==> config.mk <==
export PLATFORM = sky130hd
export DESIGN_NAME = icache
export DESIGN_NICKNAME = d
export VERILOG_FILES = /design/src/rtl/icache.sv
export SDC_FILE = /design/constraint.sdc
export NUM_CORES = 2
export LEC_CHECK = 0
export BUFFER_PORTS_ARGS = -buffer_cell sky130_fd_sc_hd__buf_4
export CAP_MARGIN = 5
export CORE_ASPECT_RATIO = 0.5
export CORE_MARGIN = 2
export CORE_UTILIZATION = 59
export DETAILED_ROUTE_END_ITERATION = 8
export HOLD_SLACK_MARGIN = 0.02
export PLACE_DENSITY = 0.77
export SLEW_MARGIN = 30
export SYNTH_ARGS = -nofsm -noshare
export SYNTH_HDL_FRONTEND = slang
export SYNTH_MEMORY_MAX_BITS = 65536
export SYNTH_SLANG_ARGS = --single-unit
==> constraint.sdc <==
create_clock -name clk -period 39.1 [get_ports clk]
set_clock_uncertainty 0.15 [all_clocks]
set_input_delay 0 -clock clk [delete_from_list [all_inputs] [get_ports clk]]
set_output_delay 0 -clock clk [all_outputs]
set_load 0.05 [all_outputs]
==> src/rtl/icache.sv <==
// Read-only direct-mapped instruction cache: zero-latency hits and a single
// outstanding 256-bit line fill on a miss, plus hit/miss event counters.
module icache #(
    parameter int S_INDEX = 4
) (
    input  logic         clk,
    input  logic         rst,
    input  logic         instr_read,
    input  logic [31:0]  instr_mem_address,
    output logic [31:0]  instr_mem_rdata,
    output logic         instr_mem_resp,
    output logic         pmem_read,
    output logic [31:0]  pmem_address,
    input  logic [255:0] pmem_rdata,
    input  logic         pmem_resp,
    output logic [31:0]  hit_count,
    output logic [31:0]  miss_count
);
    localparam int SETS  = 2 ** S_INDEX;
    localparam int TAG_W = 27 - S_INDEX;

    typedef enum logic [0:0] {
        IDLE  = 1'b0,
        FETCH = 1'b1
    } state_t;

    state_t             state_r;
    logic [SETS-1:0]    valid_r;
    logic [TAG_W-1:0]   tag_r  [SETS];
    logic [255:0]       line_r [SETS];
    logic [TAG_W-1:0]   fill_tag_r;
    logic [S_INDEX-1:0] fill_index_r;
    logic               pmem_read_r;
    logic [31:0]        hit_count_r;
    logic [31:0]        miss_count_r;

    logic [S_INDEX-1:0] index_s;
    logic [TAG_W-1:0]   tag_s;
    logic [2:0]         word_s;
    logic [1:0]         byte_sel_unused_s;
    logic               hit_s;
    logic [31:0]        rdata_s;
    logic               fill_write_s;

    assign index_s           = instr_mem_address[4+S_INDEX:5];
    assign tag_s             = instr_mem_address[31:5+S_INDEX];
    assign word_s            = instr_mem_address[4:2];
    assign byte_sel_unused_s = instr_mem_address[1:0];

    // Combinational lookup: hits answer in the same cycle the address arrives
    always_comb begin
        hit_s   = 1'b0;
        rdata_s = 32'd0;
        if (instr_read && (state_r == IDLE) && valid_r[index_s] &&
            (tag_r[index_s] == tag_s)) begin
            hit_s   = 1'b1;
            rdata_s = line_r[index_s][{word_s, 5'b00000} +: 32];
        end else begin
            hit_s   = 1'b0;
            rdata_s = 32'd0;
        end
    end

    // Reset outranks a coincident fill response, so the arrays stay untouched
    assign fill_write_s = !rst && (state_r == FETCH) && pmem_resp;

    // Control FSM, valid bits and event counters
    always_ff @(posedge clk) begin
        if (rst) begin
            state_r      <= IDLE;
            valid_r      <= {SETS{1'b0}};
            pmem_read_r  <= 1'b0;
            hit_count_r  <= 32'd0;
            miss_count_r <= 32'd0;
            fill_tag_r   <= {TAG_W{1'b0}};
            fill_index_r <= {S_INDEX{1'b0}};
        end else begin
            case (state_r)
                IDLE: begin
                    if (instr_read && !hit_s) begin
                        fill_tag_r   <= tag_s;
                        fill_index_r <= index_s;
                        pmem_read_r  <= 1'b1;
                        miss_count_r <= miss_count_r + 32'd1;
                        state_r      <= FETCH;
                    end else if (hit_s) begin
                        hit_count_r <= hit_count_r + 32'd1;
                    end
                end
                FETCH: begin
                    // The fill always lands at the latched set, whatever the
                    // fetch address is doing meanwhile
                    if (pmem_resp) begin
                        valid_r[fill_index_r] <= 1'b1;
                        pmem_read_r           <= 1'b0;
                        state_r               <= IDLE;
                    end
                end
                default: begin
                    pmem_read_r <= 1'b0;
                    state_r     <= IDLE;
                end
            endcase
        end
    end

    // Tag and data storage; left uncleared by reset since valid bits gate use
    always_ff @(posedge clk) begin
        if (fill_write_s) begin
            line_r[fill_index_r] <= pmem_rdata;
            tag_r[fill_index_r]  <= fill_tag_r;
        end
    end

    assign instr_mem_resp  = hit_s;
    assign instr_mem_rdata = rdata_s;
    assign pmem_read       = pmem_read_r;
    assign pmem_address    = {fill_tag_r, fill_index_r, 5'b00000};
    assign hit_count       = hit_count_r;
    assign miss_count      = miss_count_r;

endmodule
==> impl_results.md <==
* WHS Path Cells at 4
* CTS sink cnt at ~4.6k
* Post-CTS setup buffer count at 0
* First-pass GRT wire length at 671000 um
* Residual DRC at 0
* Routed wire length at 472000 um
* Worst Tran Pin Value at about 1.2 ns
* Worst setup SP type: input port
* Num rows at about 140
* Cell Area, Synth at ~0.17 mm2
* # fillers at between 15k and 20k
* Worst skew pair latency at approximately 0.92 ns
* DRT iter0 DRCs at 13.9k
* Vias in the first global route at roughly 90k
* Tightest hold margin at ~0.17 ns
* Ys Warns at 0
* RSZ-0062 raised after global routing: no
* Area leader, netlist: edfxtp_1
* Layout cells sized above 1 at 0.297
* Cell Chain, Critical Path: dlygate4sd3_1 > buf_16 > buf_12 > buf_4 > buf_12 > buf_4 > buf_6 > mux4_2 > mux4_2 > mux2i_1 > mux4_2 > nor2_1 > buf_4
* CTS tree: built
* 1st-pass router iterations at 6
* Top Family by Delay on Critical Path: buffers and inverters
* Final HPWL DP at around 220000 um
* Area grow syn2layout at 15.4%
* Die height at ~400 um
* Total gr overflow at 0
* Final Worst Setup Slack at ~31 ns
* Slowest Stage Delay on Critical Path at approximately 0.87 ns
* Antenna violations before repair at between 90 and 100
* Leak at ~63 nW
* Tcrit/Tclk final at 0.196
* Placed Instances at roughly 11k
* Reg clk slew, reported paths at around 0.060 ns
* Crit. End Element: output port
* Top Ports at around 420
* Global-route usage over all layers at 0.314
* Top-area cell type share of the netlist area at 0.767
* Clock Path Buffers at 4
* Reg area at ~0.14 mm2
* Area after DPL at ~0.18 mm2
* Via count at about 88k
* Ys async rst share at 0
* Crit path required time at slightly below 40 ns
* H-Tree Depth at 5
* Setup TNS at 0 ns
* Crit. path cell count at 13
* Fin nets at between 8k and 9k
* Headroom to the max-slew limit at 0.190
* Synthesized flop and latch total at ~4.6k
* Total CTS buffers at 382
* Buf+Inv Stages, Crit Path at 8
* Worst reg2reg path depth at 8
* Post-synth EDFFs at 4464
* Unique cell type count in the Yosys netlist at 70
* Routed len/inst at 37.2 um
* CP Class: in -> out
* DIE WIDTH at 774 um
* Cells after synthesis at 7174
* Slowest cell on crit path: mux2i_1
* Status: finished clean
* Root buf cell: clkbuf_16
* GP Congestion at 0.778
* Top_reg_cell synth: edfxtp_1
* Final Hold Vio Count at 0
* Final worst path period need at about 7.6 ns
* Max Clk Rate at about 130 MHz
* Core outline area at between 0.2 and 0.3 mm2
* Vias per cell at approximately 6.9
* Starting density of the core at 0.593
* Max VDD drop at between 30 and 40 uV
* Synth area leaders: edfxtp_1, mux4_2, dfxtp_1, mux2i_1, clkbuf_1
* Pwr/cell area at slightly below 50 mW/mm2
* Post-synthesis sequential area ratio at 0.779
* Non-Filler Instances at 12.7k
* Post-CTS Resized at 0
* Multi-input logic area at 0.0370 mm2
* Setup WS pre-CTS at around 32 ns
* Quantity of hold-fixing buffers added after cts at ~620
* Crit-path max FO at 110
* Port Buf Inserts at between 400 and 500
* Worst Hold Class: in -> reg
* Final-report setup violation count at 0
* Crit path DAT at approximately 7.5 ns
* Die Footprint at between 0.3 and 0.4 mm2
* Syn avg cell area at around 24 um2
* Post-route cell area at between 0.2 and 0.25 mm2
* Fin. max-slew vios at 0
* Post-route ant nets at 0
* Largest net degree at the start of global routing at between 100 and 150
* Max-cap viol count at 0
placed cells by master (no fill, tap or decap), drive strengths merged, types with 8 or more instances in the layout:
| cell | instances |
|---|---|
| edfxtp | 4464 |
| mux4 | 1389 |
| dlygate4sd3 | 614 |
| buf | 607 |
| clkbuf | 473 |
| mux2i | 198 |
| clkinv | 157 |
| dfxtp | 109 |
| nand2 | 81 |
| a21oi | 80 |
| nor2 | 73 |
| diode | 58 |
| nand3 | 54 |
| bufinv | 41 |
| inv | 39 |
| o21ai | 32 |
| or4 | 27 |
| or3 | 27 |
| o31ai | 26 |
| a22oi | 18 |
| o22ai | 17 |
| and3 | 15 |
| xnor2 | 15 |
| xor2 | 13 |
| clkinvlp | 13 |
| nor2b | 11 |
| mux2 | 10 |
| nor3 | 10 |
| nand4 | 8 |
cells in the mapped netlist (27+ instances only):
cell type and instances:
a21oi_1 80, buf_1 93, buf_2 54, clkbuf_1 213
dfxtp_1 109, edfxtp_1 4464, inv_1 30, mux2i_1 198
mux4_2 1387, nand2_1 80, nand3_1 54, nor2_1 72
o21ai_0 30, or4_1 27
through the flow:
stage          power (mW)  utilization
2_1_floorplan        5.78            -
3_3_place_gp         5.97        0.621
3_5_place_dp         5.98        0.621
4_1_cts              9.85        0.683
5_1_grt              10.1        0.684
6_report             9.86        0.684
logic make-up (layout without fill, tap and decap cells):
group,Yosys count,after routing,share of synthesized area
fa+ha+maj,2,2,0.000143
other cells,1,63,0.0000214
compound gates,209,209,0.00755
simple gates,345,345,0.0103
xor+xnor,28,28,0.00145
flops,4573,4573,0.779
mux,1597,1597,0.191
buf+inv,419,1944,0.0105
state kept, by name, summed over array words and instances (netlist names):
signal and cells:
line_r 4096, fill_tag_r 23, state_r 1, tag_r 368
fill_index_r 4, miss_count 32, pmem_read 1, hit_count 32
valid_r 16
worst register-to-register path: stages, from the launching register on:
cell and delay (ns):
dfxtp_1 0.37, nand2_1 0.13, or2_2 0.32, or3_1 0.55, nor2_4 0.62, buf_4 0.78, buf_6 0.85, buf_4 0.84
buf_4 0.77
metal layers:
metal	part of all wire	vias to the layer above	global-route usage
li1	-	33600	-
met2	0.50	6888	0.509
met1	0.33	46100	0.420
met5	0.00061	-	0
met3	0.12	1121	0.0736
met4	0.045	42	0.126
path summary, 6_finish.rpt:
check	startpoint	to	slack [ns]
setup / recovery	instr_mem_address[5]	instr_mem_rdata[9]	31.45
hold / removal	instr_mem_address[8]	fill_index_r[3]	0.17
setup reg to reg	state_r	line_r[2][74]	33.29
hold reg to reg	valid_r[15]	valid_r[15]	0.32
layout make-up:
class / instances / area share
inverters: 31 / 0.000577
diodes: 58 / 0.000719
clock buffers: 473 / 0.0502
clock inverters: 219 / 0.0107
multi-input cells: 2186 / 0.184
repair buffers: 1221 / 0.0550
flip-flops and latches: 4573 / 0.675
well taps: 3932 / 0.0244
power by group:
part / total [mW] / internal (mW) / switching [mW]
logic: 0.557 / 0.243 / 0.314
clock network: 3.91 / 2.12 / 1.79
registers: 5.40 / 5.39 / 0.0112
Power figures use the tool's default switching activity.
